File: src/rtl/alu_decoder_if.sv
// Decoder-side bundle between the main control decoder and the ALU.
// The master drives the opcode fields and enable; the slave returns the ALU select.
interface alu_decoder_if;
  logic       en;
  logic [1:0] ALUOp;
  logic [2:0] funct3;
  logic [6:0] funct7;
  logic [2:0] ALUControl;
  logic       illegal;
  logic [2:0] ALUControl_q;
  logic       illegal_q;

  modport master (
    output en, ALUOp, funct3, funct7,
    input  ALUControl, illegal, ALUControl_q, illegal_q
  );

  modport slave (
    input  en, ALUOp, funct3, funct7,
    output ALUControl, illegal, ALUControl_q, illegal_q
  );
endinterface

File: src/rtl/alu_decoder.sv
// RV32I ALU control decoder: ALUOp/funct3/funct7 -> 3-bit ALU select and an illegal flag.
// Zero-latency combinational outputs plus an enable-gated registered copy.
module alu_decoder (
  input  logic          clk,
  input  logic          rst_n,
  alu_decoder_if.slave  bus
);

  typedef enum logic [2:0] {
    AluAdd = 3'b000,
    AluSub = 3'b001,
    AluAnd = 3'b010,
    AluOr  = 3'b011,
    AluXor = 3'b100,
    AluSlt = 3'b101,
    AluSll = 3'b110,
    AluSrl = 3'b111
  } alu_ctrl_e;

  localparam logic [6:0] F7Base = 7'h00;
  localparam logic [6:0] F7Alt  = 7'h20;

  alu_ctrl_e ctrl;
  logic      illegal;
  logic      f7_ok;

  always_comb begin
    ctrl    = AluAdd;
    illegal = 1'b0;
    // The alternate funct7 is only meaningful for ADD/SUB and SRL/SRA.
    f7_ok   = (bus.funct7 == F7Base) ||
              ((bus.funct7 == F7Alt) && ((bus.funct3 == 3'b000) || (bus.funct3 == 3'b101)));
    unique case (bus.ALUOp)
      2'b00: ctrl = AluAdd;
      2'b01: ctrl = AluSub;
      2'b10: begin
        illegal = ~f7_ok;
        unique case (bus.funct3)
          3'b000: ctrl = bus.funct7[5] ? AluSub : AluAdd;
          3'b001: ctrl = AluSll;
          3'b010: ctrl = AluSlt;
          3'b011: begin
            ctrl    = AluSlt;
            illegal = 1'b1;
          end
          3'b100: ctrl = AluXor;
          3'b101: begin
            ctrl = AluSrl;
            // SRA decodes as SRL but is flagged: no arithmetic shifter downstream.
            if (bus.funct7 == F7Alt) illegal = 1'b1;
          end
          3'b110: ctrl = AluOr;
          3'b111: ctrl = AluAnd;
          default: begin
            ctrl    = AluAdd;
            illegal = 1'b1;
          end
        endcase
      end
      2'b11: begin
        ctrl    = AluAdd;
        illegal = 1'b1;
      end
      default: begin
        ctrl    = AluAdd;
        illegal = 1'b1;
      end
    endcase
  end

  assign bus.ALUControl = ctrl;
  assign bus.illegal    = illegal;

  logic [2:0] ctrl_q;
  logic       illegal_q;

  always_ff @(posedge clk or negedge rst_n) begin
    if (!rst_n) begin
      ctrl_q    <= 3'b000;
      illegal_q <= 1'b0;
    end else if (bus.en) begin
      ctrl_q    <= ctrl;
      illegal_q <= illegal;
    end
  end

  assign bus.ALUControl_q = ctrl_q;
  assign bus.illegal_q    = illegal_q;

endmodule

File: src/flat_wrapper.sv
// flat-port wrapper written by rule: the top's interface ports become plain ports
module alu_decoder_flat 
  (clk, rst_n, bus_en, bus_ALUOp, bus_funct3, bus_funct7, bus_ALUControl, bus_illegal, bus_ALUControl_q, bus_illegal_q);
  alu_decoder_if bus_i ();
  input  logic clk;
  input  logic rst_n;
  input wire logic [$bits(bus_i.en)-1:0] bus_en;
  input wire logic [$bits(bus_i.ALUOp)-1:0] bus_ALUOp;
  input wire logic [$bits(bus_i.funct3)-1:0] bus_funct3;
  input wire logic [$bits(bus_i.funct7)-1:0] bus_funct7;
  output wire logic [$bits(bus_i.ALUControl)-1:0] bus_ALUControl;
  output wire logic [$bits(bus_i.illegal)-1:0] bus_illegal;
  output wire logic [$bits(bus_i.ALUControl_q)-1:0] bus_ALUControl_q;
  output wire logic [$bits(bus_i.illegal_q)-1:0] bus_illegal_q;
  assign bus_i.en = bus_en;
  assign bus_i.ALUOp = bus_ALUOp;
  assign bus_i.funct3 = bus_funct3;
  assign bus_i.funct7 = bus_funct7;
  assign bus_ALUControl = bus_i.ALUControl;
  assign bus_illegal = bus_i.illegal;
  assign bus_ALUControl_q = bus_i.ALUControl_q;
  assign bus_illegal_q = bus_i.illegal_q;
  alu_decoder u_core (.clk(clk), .rst_n(rst_n), .bus(bus_i));
endmodule
File: config.mk
export PLATFORM = sky130hd
export DESIGN_NAME = alu_decoder_flat
export DESIGN_NICKNAME = d
export VERILOG_FILES = /design/src/rtl/alu_decoder_if.sv /design/src/rtl/alu_decoder.sv /design/src/flat_wrapper.sv
export SDC_FILE = /design/constraint.sdc
export NUM_CORES = 1
export LEC_CHECK = 0
export BUFFER_PORTS_ARGS = -buffer_cell sky130_fd_sc_hd__buf_2
export CORE_AREA = 3 3 40 42
export CTS_BUF_LIST = sky130_fd_sc_hd__clkbuf_4
export CTS_CLUSTER_SIZE = 40
export DETAILED_ROUTE_END_ITERATION = 7
export DIE_AREA = 0 0 43 45
export PLACE_DENSITY_LB_ADDON = 0.3
export SETUP_SLACK_MARGIN = 0.4
export SYNTH_ARGS = -nofsm -noshare
export SYNTH_HDL_FRONTEND = slang
export SYNTH_SLANG_ARGS = --single-unit
File: constraint.sdc
create_clock -name clk -period 1 [get_ports clk]
set_clock_uncertainty 0.1 [all_clocks]
set_input_delay 0.1 -clock clk [delete_from_list [all_inputs] [get_ports clk]]
set_output_delay 0.1 -clock clk [all_outputs]
set_load 0.02 [all_outputs]
==> results_dict.tcl <==
set metrics [dict create \
    cts.reportedPaths.clkPinSlew_ps 40 \
    stdcell_count 83 \
    drive_above_1_share_pct 83.8 \
    grt_pass1_wl_um 1570 \
    cts_root_buf "clkbuf_4" \
    syn-cell-area_um2 323 \
    fmax_mhz 870 \
    period_share_pct 115 \
    gp_congestion 0.699 \
    period_minus_slack_ps 1150 \
    end_kind "output port" \
    finalSetupViolations 4 \
    postPlaceCellArea_um2 572 \
    fp.dieW_um 43 \
    fillCellCount 100 \
    ios 23 \
    dp_hpwl_um 730 \
    status "finished with violations" \
    die_area_mm2 0.00194 \
    ir_worst_vdd_v 0.000941 \
    ant_nets 0 \
    vias 377 \
    finalPower_w 0.000731 \
    clock_latency_ps 230 \
    cp_max_fo 4 \
    gr-total-overflow 0 \
    required_ps 800 \
    start_util_pct 25.1 \
    grtUsageTotal_pct 11.4 \
    core_mm2 0.00128 \
    wl_per_cell_um 12.7 \
    worstHoldPathType "in2reg" \
    powerDensity_mw_per_mm2 910 \
    timing.final.ws_setup_ps -149 \
    hold_slack_ps 77.0 \
    arrival_ps 950 \
    area_growth_pct 149 \
    synth_cells 32 \
    rsz0062_at_grt "true" \
    worstMarginPinSlew_ps 279 \
    synth.distinct_cells 20 \
    crit_path_start_kind "input port" \
    power.leakage_nw 0.367 \
    grt_max_degree 7 \
    syn_avg_cell_area_um2 10.1 \
    cts_max_level 1 \
    diodes 0 \
    place_inst 77 \
    cts_sinks 4 \
    first_iter_violations 0 \
    die_h_um 45 \
    antenna_found_initial 0 \
    rows 13 \
    critPathKind "in2out" \
    layout_common_cells "buf_6, buf_2, buf_4" \
    seq_area_frac_synth_pct 31.0 \
    drv_cap 0 \
    nNetsFinal 88 \
    slew_headroom_pct 81.4 \
    slew_violations 0 \
    ys_warn_count 0 \
    first_pass_iters 1 \
    cts_tree "yes" \
    violations "negative setup slack" \
    numPortBuffers 22 \
    cts_max_path_buffers 2 \
    cts_buffers 3 \
    vias_per_cell 4.54 \
    layout_commonest_cell "buf_6" \
    finalHoldViolCount 0 \
    grt_pass1_vias 357 \
    synth-seq-cells 4 \
    drt-total-wl_um 1050 \
    drc 0 \
    syn_nets 50 \
    fin_area_um2 803 \
]
-- layer usage --
metal	track usage [%]	vias up	wire length, um
met2	20.1	15	565
met4	1.81	0	0
li1	-	189	-
met5	0	-	0
met3	5.98	0	89
met1	12.6	173	395
-- sequential cells by signal, indices dropped and copies added, names as in the netlist --
signal                   count
u_core.bus.ALUControl_q      3
u_core.bus.illegal_q         1
-- critical path, stage by stage --
cell	delay, ps
buf_6	110
buf_4	150
a21bo_4	210
a41oi_2	210
buf_4	180
-- final cells by class --
cell class                 instances  area (um^2)  area share [%]
clock buffer                       3         22.5            2.80
inverter                           3         28.8            3.58
multi-input combinational         25          342            42.5
sequential                         4          103            12.8
tap                               15         18.8            2.34
timing repair buffer              33          289            36.0
-- worst paths after layout --
kind	from	to	slack, ps	cells past startpoint
min in group asynchronous	rst_n	u_core.bus.ALUControl_q[2]	110	2
worst max-delay path	bus_funct3[0]	bus_ALUControl[0]	-150	5
worst max register to register	u_core.bus.ALUControl_q[1]	u_core.bus.ALUControl_q[1]	120	1
worst min register to register	u_core.bus.ALUControl_q[1]	u_core.bus.ALUControl_q[1]	430	1
worst min-delay path	bus_en	u_core.bus.illegal_q	80	2
max in group asynchronous	rst_n	u_core.bus.ALUControl_q[1]	550	2
-- cells in the mapped netlist, drive strengths merged --
master,number,area (um^2)
a2111oi,1,15.0
a21bo,1,10.0
a21o,1,7.51
a21oi,1,5.00
a31oi,1,6.26
a41oi,1,16.3
dfrtp,4,100
ha,3,37.5
inv,3,11.3
mux2,3,33.8
mux2i,1,10.0
nand2,1,3.75
nand2b,1,6.26
nand3b,1,7.51
nor2,3,11.3
nor2b,1,6.26
nor3,2,10.0
nor4,1,6.26
o211a,1,10.0
or3b,1,8.76
-- where the power goes --
group	switching (W)	internal, W
combinational	0.000148	0.000192
clock	0.0000645	0.000134
sequential	0.0000114	0.000181
total	0.000224	0.000506
-- through the flow --
step | setup TNS [ps] | util (%) | worst slack (ps)
3_5_place_dp | -1900 | 44.5 | -299
4_1_cts | -441 | 56.9 | -153
3_3_place_gp | -1770 | 44.5 | -302
2_1_floorplan | -351 | - | -168
6_report | -386 | 62.5 | -149
5_1_grt | -544 | 62.5 | -177
-- logic make-up (layout without fill, tap and decap cells) --
logic type | count (synthesis) | count (layout) | share of synthesized area, %
compound gates | 7 | 7 | 21.7
fa+ha+maj | 3 | 3 | 11.6
mux | 4 | 4 | 13.6
flops | 4 | 4 | 31.0
buf+inv | 3 | 39 | 3.49
simple gates | 11 | 11 | 18.6
-- what timing repair did --
action | CTS | global route
hold endpoints to repair | 4 | 0
pin swaps | 6 | 2
endpoints found under the setup margin | 12 | 12
hold buffers | 1 | 0
resized for setup | 36 | 13
buffers inserted | 1 | 1
Note: power is estimated with default switching activity, not from simulation.
